[src/rtl/rx_frame_pkg.sv]
// Shared definitions for the PSK receive frame controller: FSM state encoding,
// default flush length and a counter-width helper.
package rx_frame_pkg;

    typedef enum logic [1:0] {
        ST_IDLE    = 2'd0,
        ST_SEARCH  = 2'd1,
        ST_PAYLOAD = 2'd2,
        ST_FLUSH   = 2'd3
    } rx_state_e;

    localparam int FLUSH_CYCLES_DEFAULT = 4;

    // Bits needed to hold values 0..max_val (never less than one bit).
    function automatic int cnt_width(input int max_val);
        return (max_val < 2) ? 1 : $clog2(max_val + 1);
    endfunction

endpackage

[src/rtl/rx_dn_cnt.sv]
// Loadable saturating down-counter with a "count == 1" terminal flag, used for
// the boundary-search timeout and the post-frame flush length.
module rx_dn_cnt #(
    parameter int WIDTH = 8
) (
    input  logic             clk,
    input  logic             rst,
    input  logic             load_i,
    input  logic [WIDTH-1:0] load_val_i,
    input  logic             dec_i,
    output logic             one_o
);

    logic [WIDTH-1:0] cnt_q;
    logic [WIDTH-1:0] cnt_d;

    // Saturates at zero, so a zero load never produces a terminal flag.
    always_comb begin
        cnt_d = cnt_q;
        if (load_i) begin
            cnt_d = load_val_i;
        end else if (dec_i && (cnt_q != '0)) begin
            cnt_d = cnt_q - WIDTH'(1);
        end
    end

    always_ff @(posedge clk or posedge rst) begin
        if (rst) begin
            cnt_q <= '0;
        end else begin
            cnt_q <= cnt_d;
        end
    end

    assign one_o = (cnt_q == WIDTH'(1));

endmodule

[src/rtl/rx_frame_ctrl.sv]
// Receive frame controller: waits for a preamble, searches for the bit boundary,
// gates a fixed-length polarity-corrected payload, then holds the BD in clear.
module rx_frame_ctrl
    import rx_frame_pkg::*;
#(
    parameter int MAX_WINDOW_WIDTH = 8,
    parameter int LEN_WIDTH        = 12,
    parameter int TIMEOUT_WIDTH    = 16,
    parameter int FLUSH_CYCLES     = FLUSH_CYCLES_DEFAULT
) (
    input  logic                        clk,
    input  logic                        rst,
    input  logic [MAX_WINDOW_WIDTH-1:0] cfg_bd_window,
    input  logic [LEN_WIDTH-1:0]        cfg_payload_bits,
    input  logic [TIMEOUT_WIDTH-1:0]    cfg_timeout,
    input  logic                        PD_flag,
    input  logic                        BD_flag,
    input  logic                        BD_sgn,
    input  logic                        sym_vld,
    input  logic                        bit_in,
    output logic [MAX_WINDOW_WIDTH-1:0] RX_BD_WINDOW,
    output logic                        disassert_BD,
    output logic                        bit_out,
    output logic                        bit_vld,
    output logic                        frame_start,
    output logic                        frame_end,
    output logic                        frame_err,
    output logic                        busy,
    output logic [1:0]                  state
);

    localparam int FLUSH_W = cnt_width(FLUSH_CYCLES);

    rx_state_e state_q, state_d;

    logic                        pd_q;
    logic                        pol_q, pol_d;
    logic [LEN_WIDTH-1:0]        len_q, len_d;
    logic [LEN_WIDTH-1:0]        bit_cnt_q, bit_cnt_d;
    logic [MAX_WINDOW_WIDTH-1:0] window_q, window_d;
    logic                        disassert_q, disassert_d;
    logic                        bit_out_q, bit_out_d;
    logic                        bit_vld_q, bit_vld_d;
    logic                        frame_start_q, frame_start_d;
    logic                        frame_end_q, frame_end_d;
    logic                        frame_err_q, frame_err_d;
    logic                        busy_q, busy_d;

    logic pd_rise;
    logic last_bit;
    logic tmo_load, tmo_one;
    logic flush_load, flush_one;

    assign pd_rise  = PD_flag && !pd_q;
    assign last_bit = sym_vld && (bit_cnt_q == (len_q - LEN_WIDTH'(1)));

    assign tmo_load   = (state_q == ST_IDLE) && pd_rise;
    assign flush_load = (state_d == ST_FLUSH) && (state_q != ST_FLUSH);

    rx_dn_cnt #(
        .WIDTH (TIMEOUT_WIDTH)
    ) u_tmo_cnt (
        .clk        (clk),
        .rst        (rst),
        .load_i     (tmo_load),
        .load_val_i (cfg_timeout),
        .dec_i      (state_q == ST_SEARCH),
        .one_o      (tmo_one)
    );

    rx_dn_cnt #(
        .WIDTH (FLUSH_W)
    ) u_flush_cnt (
        .clk        (clk),
        .rst        (rst),
        .load_i     (flush_load),
        .load_val_i (FLUSH_W'(FLUSH_CYCLES)),
        .dec_i      (state_q == ST_FLUSH),
        .one_o      (flush_one)
    );

    always_ff @(posedge clk or posedge rst) begin
        if (rst) begin
            state_q       <= ST_IDLE;
            pd_q          <= 1'b0;
            pol_q         <= 1'b0;
            len_q         <= '0;
            bit_cnt_q     <= '0;
            window_q      <= '0;
            disassert_q   <= 1'b0;
            bit_out_q     <= 1'b0;
            bit_vld_q     <= 1'b0;
            frame_start_q <= 1'b0;
            frame_end_q   <= 1'b0;
            frame_err_q   <= 1'b0;
            busy_q        <= 1'b0;
        end else begin
            state_q       <= state_d;
            pd_q          <= PD_flag;
            pol_q         <= pol_d;
            len_q         <= len_d;
            bit_cnt_q     <= bit_cnt_d;
            window_q      <= window_d;
            disassert_q   <= disassert_d;
            bit_out_q     <= bit_out_d;
            bit_vld_q     <= bit_vld_d;
            frame_start_q <= frame_start_d;
            frame_end_q   <= frame_end_d;
            frame_err_q   <= frame_err_d;
            busy_q        <= busy_d;
        end
    end

    always_comb begin
        state_d = state_q;
        case (state_q)
            ST_IDLE: begin
                if (pd_rise) begin
                    state_d = ST_SEARCH;
                end
            end
            ST_SEARCH: begin
                if (BD_flag) begin
                    state_d = (len_q == '0) ? ST_FLUSH : ST_PAYLOAD;
                end else if (!PD_flag || tmo_one) begin
                    state_d = ST_FLUSH;
                end
            end
            ST_PAYLOAD: begin
                if (last_bit || !PD_flag) begin
                    state_d = ST_FLUSH;
                end
            end
            ST_FLUSH: begin
                if (flush_one) begin
                    state_d = ST_IDLE;
                end
            end
            default: state_d = ST_IDLE;
        endcase
    end

    always_comb begin
        pol_d         = pol_q;
        len_d         = len_q;
        bit_cnt_d     = bit_cnt_q;
        window_d      = window_q;
        bit_out_d     = bit_out_q;
        bit_vld_d     = 1'b0;
        frame_start_d = 1'b0;
        frame_end_d   = 1'b0;
        frame_err_d   = 1'b0;
        disassert_d   = (state_d == ST_FLUSH);
        busy_d        = (state_d != ST_IDLE);

        case (state_q)
            ST_IDLE: begin
                if (pd_rise) begin
                    window_d = cfg_bd_window;
                    len_d    = cfg_payload_bits;
                end
            end
            ST_SEARCH: begin
                if (BD_flag) begin
                    pol_d         = BD_sgn;
                    frame_start_d = 1'b1;
                    bit_cnt_d     = '0;
                    frame_end_d   = (len_q == '0);
                end else if (!PD_flag || tmo_one) begin
                    frame_err_d = 1'b1;
                end
            end
            ST_PAYLOAD: begin
                if (sym_vld) begin
                    bit_out_d = bit_in ^ pol_q;
                    bit_vld_d = 1'b1;
                end
                // The final bit wins over a simultaneous preamble loss.
                if (last_bit) begin
                    frame_end_d = 1'b1;
                end else begin
                    if (sym_vld) begin
                        bit_cnt_d = bit_cnt_q + LEN_WIDTH'(1);
                    end
                    if (!PD_flag) begin
                        frame_err_d = 1'b1;
                    end
                end
            end
            default: ;
        endcase
    end

    assign RX_BD_WINDOW = window_q;
    assign disassert_BD = disassert_q;
    assign bit_out      = bit_out_q;
    assign bit_vld      = bit_vld_q;
    assign frame_start  = frame_start_q;
    assign frame_end    = frame_end_q;
    assign frame_err    = frame_err_q;
    assign busy         = busy_q;
    assign state        = state_q;

endmodule

[config.mk]
export PLATFORM = sky130hd
export DESIGN_NAME = rx_frame_ctrl
export DESIGN_NICKNAME = d
export VERILOG_FILES = /design/src/rtl/rx_frame_pkg.sv /design/src/rtl/rx_dn_cnt.sv /design/src/rtl/rx_frame_ctrl.sv
export SDC_FILE = /design/constraint.sdc
export NUM_CORES = 1
export LEC_CHECK = 0
export BUFFER_PORTS_ARGS = -buffer_cell sky130_fd_sc_hd__buf_2
export CORE_UTILIZATION = 30
export DETAILED_ROUTE_END_ITERATION = 10
export PLACE_DENSITY = 0.48
export SYNTH_ARGS = -nofsm -noshare
export SYNTH_HDL_FRONTEND = slang
export SYNTH_SLANG_ARGS = --single-unit
[constraint.sdc]
create_clock -name clk -period 3.1 [get_ports clk]
set_clock_uncertainty 0.2 [all_clocks]
set_input_delay 0.62 -clock clk [delete_from_list [all_inputs] [get_ports clk]]
set_output_delay 0.62 -clock clk [all_outputs]
set_load 0.05 [all_outputs]
== Word-level counts from Yosys, hierarchy flattened ==
Cells that the tools add are included.
Word-level totals
  register bits after elaboration: 62
  bits in latches: 0
  RAM bits: 0
  memory bits (read-only): 0
  bits of input ports: 43
  output and inout bits: 17
  word-level logic and storage cells: 80
  memories: 0
Cells by class
  add/subtract/negate cells: 4
  $mul: 0
  divide/modulo/power cells: 0
  order comparisons: 0
  equality and inequality tests: 11
  shift-type cells: 0
  multiplexer cells: 27
  bitwise logic cells: 1
  reduce and logical (&&, ||, !) cells: 22
Operator list (number)
  two-way mux 12 bit: 3
  two-way mux 16 bit: 2
  case mux 12 bit (2 select lines): 1
  equality test 16 x 1 -> 1 bit, second input constant: 1
  nonzero test 16 bit: 1
  subtractor 16 x 1 -> 16 bit, second input constant: 1
  adder 12 x 1 -> 12 bit, second input constant: 1
  equality test 12 bit: 1
  logical NOT 12 bit: 1
  subtractor 12 x 1 -> 12 bit, second input constant: 1
  two-way mux 1 bit: 11
  two-way mux 2 bit: 5
  inequality test 2 bit, second input constant: 4
  case mux 2 bit (4 select lines): 1
  nonzero test 2 bit: 4
  equality test 2 bit, second input constant: 3
  logical AND 1 bit: 6
  two-way mux 3 bit: 2
  AND reduction 2 bit: 3
  case mux 1 bit (2 select lines): 2
  AND reduction 4 bit: 1
  equality test 3 x 1 -> 1 bit, second input constant: 1
  nonzero test 3 bit: 1
  subtractor 3 x 1 -> 3 bit, second input constant: 1
  5 further kinds: 7

== Depth between registers and ports, before layout ==
Gate-level depths: netlist of run 1.
  depth in word-level cells: 9
  mapped depth: 11
  gate-level depth less buffers: 10

== Modules after synthesis ==
A second synthesis of run 1 with hierarchy kept.
Unflattened totals
  cells, all modules: 392
  area, all modules: 3766.1 µm²
By module, submodules not included
  rx_frame_ctrl: times used 1, cells each 245, area an instance 2468.6 µm², seq. area each 1076.0 µm²
  rx_dn_cnt (u_tmo_cnt): times used 1, cells each 122, area an instance 1072.3 µm², seq. area each 400.4 µm²
  rx_dn_cnt (u_flush_cnt): times used 1, cells each 25, area an instance 225.2 µm², seq. area each 75.1 µm²

== Least setup slack after synthesis of run 1 ==
OpenSTA, ideal clock, no wires.
  path kind: register to register
  start: register len_q[0]
  end: register bit_cnt_q[9]
  library setup time: 77 ps
  arrival time: 2509 ps
  data required time: 2823 ps
  slack: 313 ps
  stages on the path, launching flop included: 12
  buffers on the path: 2
  period minus slack after synthesis: 2787 ps
  path through: dfrtp_1 > inv_1 > ha_1 > nor2b_1 > or3_1 > a31oi_1 > o2111ai_2 > a2111oi_4 > buf_6 > buf_8 > o31ai_2 > a21oi_2
Between the ends
  longest elaborated chain between the ends: 5
Ends and longest elaborated chain
  from (decl): RTL line rx_frame_ctrl.sv:38  | logic [LEN_WIDTH-1:0] len_q, len_d;
  from (signal assigned): RTL line rx_frame_ctrl.sv:101  | len_q <= len_d;
  subtractor 12 x 1 -> 12 bit: RTL line rx_frame_ctrl.sv:55  | assign last_bit = sym_vld && (bit_cnt_q == (len_q - LEN_WIDTH'(1)));
  equality test 12 bit: RTL line rx_frame_ctrl.sv:55
  logical AND 1 bit: RTL line rx_frame_ctrl.sv:55
  inequality test 2 bit (no source line)
  AND reduction 4 bit (no source line)
  to (signal assigned): RTL line rx_frame_ctrl.sv:102  | bit_cnt_q <= bit_cnt_d;
  to (decl): RTL line rx_frame_ctrl.sv:39  | logic [LEN_WIDTH-1:0] bit_cnt_q, bit_cnt_d;
No other way between the ends.
A chain may end at the register's enable or synchronous reset.

== Final worst setup path of run 1 ==
  start: register len_q[1]
  end: register u_flush_cnt.cnt_q[2]
Between the ends
  longest elaborated chain between the ends: 9
  elaborated cells on any way between the ends: 13
  those cells by class: add/sub: 1; eq/ne: 2; mux: 5; reduce/logical: 5
Ends and longest elaborated chain
  subtractor 12 x 1 -> 12 bit: RTL line rx_frame_ctrl.sv:55
  equality test 12 bit: RTL line rx_frame_ctrl.sv:55
  logical AND 1 bit: RTL line rx_frame_ctrl.sv:55
  logical OR 1 bit: RTL line rx_frame_ctrl.sv:130  | if (last_bit || !PD_flag) begin
  two-way mux 2 bit: RTL line rx_frame_ctrl.sv:130
  case mux 2 bit (4 select lines) (*): RTL line rx_frame_ctrl.sv:116  | case (state_q)
  net state_d[0]: RTL line rx_frame_ctrl.sv:34  | rx_state_e state_q, state_d;
  equality test 2 bit (*): RTL line rx_frame_ctrl.sv:58  | assign flush_load = (state_d == ST_FLUSH) && (state_q != ST_FLUSH);
  logical AND 1 bit (*): RTL line rx_frame_ctrl.sv:58
  two-way mux 3 bit or nonzero test 2 bit (tied branches)
  to (signal assigned): RTL line rx_dn_cnt.sv:31  | cnt_q <= cnt_d;
  to (decl): RTL line rx_dn_cnt.sv:14  | logic [WIDTH-1:0] cnt_q;
Mark *: on every way through the listed nets, which the timed path passes. The rest lies on a longest branch.

==> results of run 1 <==
## cells by family after synthesis
kind of cell,count (synthesis),synth area share
mux,21,0.0656
xor+xnor,26,0.0632
flops,62,0.430
buf+inv,31,0.0389
simple gates,127,0.197
fa+ha+maj,12,0.0416
compound gates,78,0.163
## flip-flops by register name, summed over array words and instances, names as in the netlist
name               count
frame_start            1
bit_out                1
frame_end              1
bit_vld                1
pd_q                   1
busy                   1
disassert_BD           1
u_flush_cnt.cnt_q      3
pol_q                  1
RX_BD_WINDOW           8
frame_err              1
state                  2
u_tmo_cnt.cnt_q       16
bit_cnt_q             12
len_q                 12
## area by class of cell
| type | count | area (um2) |
|---|---|---|
| inverter | 19 | 71.3 |
| clock buffer | 11 | 253 |
| timing repair buffer | 66 | 360 |
| sequential | 62 | 1550 |
| clock inverter | 4 | 22.5 |
| tap | 143 | 179 |
| multi-input combinational | 264 | 1920 |
| fill | 1154 | 7200 |
## through the flow
stage                     instance area [um2]  utilization  hold slack (ns)  cells  worst slack (ns)
final                                    4360        0.377            0.273    569             0.184
after detailed placement                 4080        0.352            0.289    554             0.121
after global routing                     4360        0.377            0.262    569            0.0311
after global placement                   4080        0.352            0.285    554             0.231
after floorplan                          3610            -            0.298    357             0.313
after CTS                                4350        0.376            0.256    569             0.102
## worst paths after layout
kind,start,end,depth (start not counted)
setup / recovery,len_q[1],u_flush_cnt.cnt_q[2],10
hold reg to reg,RX_BD_WINDOW[4],RX_BD_WINDOW[4],1
max in group asynchronous,rst,bit_cnt_q[10],3
setup reg to reg,len_q[1],u_flush_cnt.cnt_q[2],10
min in group asynchronous,rst,u_tmo_cnt.cnt_q[13],3
hold / removal,PD_flag,pd_q,1
## cell usage in the layout (no fill, tap or decap), drive strengths merged, types with 9 or more instances in the layout
cell type / synthesis / routed
dfrtp: 62 / 62
buf: 6 / 66
o21ai: 13 / 13
nand3: 10 / 10
a21oi: 33 / 33
mux2: 21 / 21
nor2: 30 / 30
inv: 19 / 19
ha: 12 / 12
xnor2: 20 / 20
nand2: 20 / 20
clkbuf: 6 / 11
or4: 9 / 9
and3: 9 / 9
## layer usage
metal,vias up,track usage
li1,1416,-
met1,1314,0.192
met2,46,0.214
met3,6,0.0386
met4,0,0.0514
met5,-,0
## power by group
part	internal [mW]	leakage, nW	switching [mW]
registers	1.13	0.753	0.302
clock network	0.575	0.137	0.347
logic	0.737	0.944	1.21
total	2.44	1.83	1.86
## critical path, cell delays in order, from the launching register on
cell and delay, ns:
dfrtp_1 0.44, inv_1 0.09, ha_2 0.26, nor3b_4 0.26
nand2_2 0.09, and3_4 0.19, o31ai_4 0.28, a211oi_1 0.16
a221oi_2 0.41, inv_2 0.10, a221o_1 0.32
==> reports/metrics.yaml, run 1 <==
crit_required_ns: 3.10
ctsHoldBuffers: 0
cts_tree: "done"
cp_data_arrival_time_ns: 2.92
cts_max_level: 3
antennaDiodeCount: 0
yosysTopAreaCellShare: 0.430
dr_wl_met2_um: 3610
syn_inst: 357
nNetsFinal: 477
clock-sinks: 62
gp_congestion: 0.757
fin_total_pwr_mw: 4.31
clock_latency_ns: 0.32
setup-tns-final_ns: 0
tightest_slew_ns: 0.818
grt_overflow: 0
die_area_um2: 12500
rows: 39
syn_area_per_cell_um2: 10.1
die_w_um: 112
antenna_found_initial: 0
portBuffers: 59
violations: "design-rule violations"
cts_resized: 0
yosysTopAreaCell: "dfrtp_1"
synth_ff_type: "dfrtp_1"
startpoint_type: "flip-flop"
cts.reportedPaths.clkPinSlew_ns: 0.05
dpl.hpwl_um: 5710
grt_pass1_wl_um: 13900
grt_usage: 0.141
synth_nets: 412
path_max_fanout: 9
r2r_slack_ns: 0.18
clk_path_buf_depth: 2
core_area_um2: 11600
yosysUniqueCellTypes: 61
cts_buffers: 9
hold_viol: 0
viasPerCell: 4.89
irDropWorstVdd_mv: 0.431
fin_crit_ns: 2.92
synth_common_cells: "dfrtp_1, nor2_1, a21oi_1, mux2_2, xnor2_1"
met1Wirelength_um: 4070
min_path_type: "in -> reg"
maxSlewHeadroom: 0.455
met3_length_um: 272
grt_pass1_vias: 2740
drc: 2
report.final.slew_viol_count: 0
maxCapViolations: 0
highest_layer: "met4"
endpoint_kind: "flip-flop"
wl_per_cell_um: 14.1
grt_start_max_net_pins: 63
die_h_um: 112
pin_count: 60
ys_warn_count: 0
rsz0062_at_grt: "false"
async_flop_share: 1.00
dr.first_iter.drc_count: 99
num_vias: 2782
fin_crit_sh: 0.941
power_density_nw_per_um2: 987
layout-drive-gt1-share: 0.310
post_cts_buffers: 0
synth_edf_count: 0
start_util: 0.312
dr.pass1.iters: 7
ys_seq_area_frac: 0.430
critPathKind: "reg -> reg"
status: "finished with violations"
netlist_area_um2: 3610
setup_viol: 0
synthToLayoutAreaGrowth_pct: 20.9
clockRootBuffer: "clkbuf_16"
synth_most_common_cell: "dfrtp_1"
wl_um: 8030
leakage_nw: 1.83
antenna_left: 0
ys_seq_elements: 62
max_freq_ghz: 0.343
netlist_top_cells_area: "dfrtp_1, mux2_2, xnor2_1"
Note: power is estimated with default switching activity, not from simulation.
==> inputs of run 2 (changes only) <==
==> constraint.sdc (replaced) <==
create_clock -name clk -period 3.1 [get_ports clk]
set_clock_uncertainty 0.2 [all_clocks]
set_input_delay 0.465 -clock clk [delete_from_list [all_inputs] [get_ports clk]]
set_output_delay 0.465 -clock clk [all_outputs]
set_load 0.05 [all_outputs]
==> run 2 against run 1 <==
- the flow still finishes with violations (design-rule violations)
- clock power rose by 29%
- worst hold slack got worse by 0.17 ns
- global-route usage barely moved
- critical path type unchanged
==> reports/metrics.yaml, run 2 (synthesis results as in run 1) <==
grt_usage: 0.142
grt_overflow: 0
wl_um: 8160
num_vias: 2857
viasPerCell: 4.99
cts.reportedPaths.clkPinSlew_ns: 0.06
wl_per_cell_um: 14.3
die_h_um: 112
min_path_type: "in -> reg"
maxSlewHeadroom: 0.609
cts_max_level: 3
dr.first_iter.drc_count: 114
leakage_nw: 1.87
synthToLayoutAreaGrowth_pct: 23.5
fin_total_pwr_mw: 4.57
die_area_um2: 12500
violations: "design-rule violations"
largest_register_ffs: 16
clockRootBuffer: "clkbuf_16"
crit_path_cell_trace: "inv_1 -> ha_1 -> nor3b_2 -> nand2_2 -> and3_4 -> o31ai_4 -> a211oi_1 -> a221oi_2 -> inv_2 -> a221o_1"
final_cell_mix: "dfrtp_1, buf_2, nor2_1"
power_density_nw_per_um2: 1030
path_max_fanout: 9
rsz0062_at_grt: "false"
startpoint_type: "flip-flop"
grt_pass1_vias: 2911
dr.pass1.iters: 7
largestRegisters: "u_tmo_cnt.cnt_q x16, bit_cnt_q x12, len_q x12"
antenna_found_initial: 0
max_freq_ghz: 0.345
fin_crit_ns: 2.90
portBuffers: 59
endpoint_kind: "flip-flop"
dp.cells: 555
antennaDiodeCount: 0
post-place-ws_ns: 0.183
rows: 39
cp_data_arrival_time_ns: 2.91
instances_no_fill: 572
grt_start_max_net_pins: 53
dpl.hpwl_um: 6000
cts_tree: "done"
final_common_cell: "dfrtp_1"
clk_path_buf_depth: 2
fin_crit_sh: 0.935
clock_latency_ns: 0.33
drc: 2
core_area_um2: 11600
crit_slowest_cell: "a221oi_2"
status: "finished with violations"
maxCapViolations: 0
pin_count: 60
die_w_um: 112
setup_viol: 0
tightest_slew_ns: 0.586
layout-drive-gt1-share: 0.310
start_util: 0.312
grt_pass1_wl_um: 13900
critPathKind: "reg -> reg"
antenna_left: 0
cts_buffers: 9
hold_viol: 0
hold_ws_ns: 0.103
post_cts_buffers: 0
nNetsFinal: 479
gp_congestion: 0.761
regMostFlops: "u_tmo_cnt.cnt_q"
crit_required_ns: 3.11
clock-sinks: 62
setup-tns-final_ns: 0
irDropWorstVdd_mv: 0.424
report.final.slew_viol_count: 0
cpPeakStageDelay_ns: 0.40
postLayoutSetupSlackWorst_ns: 0.201
-- run 2: cell count changes in the layout (fill, tap and decap cells not counted), sizes merged --
| cell | delta |
|---|---|
| dlygate4sd3 | +1 |
| buf | +1 |
| clkinv | -3 |
| clkinvlp | +1 |
| bufinv | +3 |
-- run 2: through the flow --
stage | area (um2) | util
2_1_floorplan | 3610 | -
3_3_place_gp | 4080 | 0.353
3_5_place_dp | 4080 | 0.353
4_1_cts | 4450 | 0.385
5_1_grt | 4450 | 0.385
6_report | 4450 | 0.385
-- run 2: final cells by class --
cell class	count	area, um2
Sequential cell	62	1550
Inverter	19	71.3
Clock buffer	11	253
Clock inverter	5	105
Timing Repair Buffer	68	378
Tap cell	143	179
Multi-Input combinational cell	264	1910
Fill cell	1146	7110
-- run 2: worst max-delay path, delay by kind of cell, from the launching register on --
| family | cells | cell delay (ns) |
|---|---|---|
| adder cells (fa/ha/maj) | 1 | 0.30 |
| flip-flops | 1 | 0.37 |
| buffers and inverters | 2 | 0.15 |
| AND/OR/NAND/NOR | 3 | 0.60 |
| AO/OA/AOI/OAI | 4 | 1.15 |
-- run 2: worst paths after layout --
kind,cells after the start,end,startpoint,slack (ns)
min reg2reg,1,RX_BD_WINDOW[7],RX_BD_WINDOW[7],0.30
max,10,u_flush_cnt.cnt_q[2],len_q[0],0.20
min,1,pd_q,PD_flag,0.10
min in group asynchronous,3,u_tmo_cnt.cnt_q[7],rst,0.48
max in group asynchronous,4,frame_err,rst,1.51
max reg2reg,10,u_flush_cnt.cnt_q[2],len_q[0],0.20
-- run 2: timing repair --
item | 4_1_cts | 5_1_grt
hold endpoints to repair | 19 | 0
hold buffers | 1 | 0
gates resized for setup | 0 | 0
-- run 2: per-layer routing --
| metal | share of wire | up-vias | track usage |
|---|---|---|---|
| li1 | - | 1421 | - |
| met1 | 0.49 | 1364 | 0.189 |
| met2 | 0.45 | 59 | 0.218 |
| met3 | 0.037 | 13 | 0.0294 |
| met4 | 0.018 | 0 | 0.0703 |
| met5 | 0 | - | 0 |
-- run 2: power breakdown --
group	leakage [nW]	internal, mW	switching, mW	total (mW)
clock	0.168	0.828	0.366	1.19
combinational	0.953	0.733	1.22	1.95
sequential	0.753	1.13	0.292	1.43
==> inputs of run 3 (changes only) <==
--- a/config.mk
+++ b/config.mk
@@ -6,9 +6,9 @@
 export NUM_CORES = 1
 export LEC_CHECK = 0
 export BUFFER_PORTS_ARGS = -buffer_cell sky130_fd_sc_hd__buf_2
-export CORE_UTILIZATION = 30
+export CORE_UTILIZATION = 45
 export DETAILED_ROUTE_END_ITERATION = 10
-export PLACE_DENSITY = 0.48
+export PLACE_DENSITY = 0.66
 export SYNTH_ARGS = -nofsm -noshare
 export SYNTH_HDL_FRONTEND = slang
 export SYNTH_SLANG_ARGS = --single-unit
==> run 3 against run 2 <==
- the flow now finishes without violations
- clock power shrank 25%
- die area shrank 33%
- register-to-register slack is essentially flat
- flip-flop and latch count is the same
- sequential power is essentially flat
- critical path type unchanged
==> reports/metrics.yaml, run 3 (synthesis results as in run 1) <==
clockRootBuffer: "clkbuf_8"
grt_pass1_wl_um: 13000
wl_um: 7570
gp_congestion: 0.843
die_area_um2: 8380
dr.pass1.iters: 4
cts_max_level: 3
clock_latency_ns: 0.36
crit_required_ns: 3.15
instances_no_fill: 529
r2r_slack_ns: 0.20
post_cts_buffers: 0
power_density_nw_per_um2: 995
largest_register_ffs: 16
nNetsFinal: 477
met1Wirelength_um: 3530
synthToLayoutAreaGrowth_pct: 19.1
num_vias: 2849
leakage_nw: 1.82
endpoint_kind: "flip-flop"
antenna_found_initial: 0
grt_pass1_vias: 2856
start_util: 0.467
met3_length_um: 260
fin_crit_sh: 0.936
report.final.slew_viol_count: 0
setup-tns-final_ns: 0
hold_viol: 0
startpoint_type: "flip-flop"
wl_per_cell_um: 14.3
ff_latch_area_um2: 1550
antenna_left: 0
cts.reportedPaths.clkPinSlew_ns: 0.08
maxCapViolations: 0
die_w_um: 91.5
grt_overflow: 0
hold_ws_ns: 0.0940
max_freq_ghz: 0.345
rsz0062_at_grt: "false"
setup_viol: 0
viasPerCell: 5.39
clk_path_buf_depth: 2
fin_crit_ns: 2.90
rows: 32
drc: 0
dr.first_iter.drc_count: 126
pin_count: 60
fillers: 688
die_h_um: 91.5
dp.cells: 512
regMostFlops: "u_tmo_cnt.cnt_q"
antennaDiodeCount: 0
cp_data_arrival_time_ns: 2.95
irDropWorstVdd_mv: 0.720
fin_total_pwr_mw: 4.27
status: "finished, final reports clean"
maxSlewHeadroom: 0.602
utilization: 0.556
path_max_fanout: 9
dpl.hpwl_um: 5430
multi_input_area_um2: 1920
largestRegisters: "u_tmo_cnt.cnt_q x16, bit_cnt_q x12, len_q x12"
grt_usage: 0.200
core_area_um2: 7730
final_cell_mix: "dfrtp_1, buf_2, nor2_1"
tightest_slew_ns: 0.592
min_path_type: "in -> reg"
clock-sinks: 62
cts_tree: "done"
grt_start_max_net_pins: 63
cts_buffers: 9
dr_wl_met2_um: 3590
portBuffers: 59
critPathKind: "reg -> reg"
layout-drive-gt1-share: 0.309
highest_layer: "met4"
final_common_cell: "dfrtp_1"
-- run 3: cell count changes in the layout (fill, tap and decap cells not counted), moves of 2 or more --
cell        change
clkbuf_8        +7
clkbuf_16       -9
clkinv_4        +2
buf_4           -3
clkinvlp_4      -2
-- run 3: layer usage --
layer | track usage | vias up
met2 | 0.326 | 49
met1 | 0.252 | 1362
met3 | 0.0343 | 15
met4 | 0.110 | 0
li1 | - | 1423
met5 | 0 | -
-- run 3: worst max-delay path: stages, from the launching register on --
cell      delay [ns]
dfrtp_1         0.45
inv_1           0.08
ha_2            0.25
nor3b_4         0.25
nand2_2         0.09
and3_4          0.19
o31ai_4         0.30
a211oi_1        0.19
a221oi_2        0.37
inv_2           0.09
a221o_1         0.32
-- run 3: through the flow --
stage                     setup slack [ns]  area (um2)
after floorplan                      0.313        3610
after global placement               0.231        4030
after detailed placement            0.0971        4030
after CTS                            0.105        4290
after global routing                0.0240        4290
final                                0.197        4290
-- run 3: final timing paths --
| path | start | endpoint | depth (start not counted) |
|---|---|---|---|
| max reg2reg | len_q[1] | u_flush_cnt.cnt_q[2] | 10 |
| min reg2reg | RX_BD_WINDOW[2] | RX_BD_WINDOW[2] | 1 |
| max | len_q[1] | u_flush_cnt.cnt_q[2] | 10 |
| max in group asynchronous | rst | frame_end | 4 |
| min | PD_flag | pd_q | 1 |
| min in group asynchronous | rst | len_q[4] | 4 |
-- run 3: power breakdown --
part	switching (mW)	total (mW)	internal, mW
Combinational	1.21	1.95	0.735
Clock	0.353	0.890	0.538
Sequential	0.303	1.43	1.13
Total	1.87	4.27	2.40
-- run 3: final cells by class --
| cell class | count | share of cell area |
|---|---|---|
| multi-input cells | 264 | 0.448 |
| repair buffers | 66 | 0.0874 |
| flip-flops and latches | 62 | 0.361 |
| inverters | 19 | 0.0166 |
| clock buffers | 9 | 0.0288 |
| clock inverters | 7 | 0.0283 |
| well taps | 102 | 0.0297 |
-- run 3: timing repair --
item / 4_1_cts / 5_1_grt
setup endpoints to repair: 0 / 6
hold endpoints to repair: 62 / 0
hold buffers: 1 / 0
gates resized for setup: 0 / 2
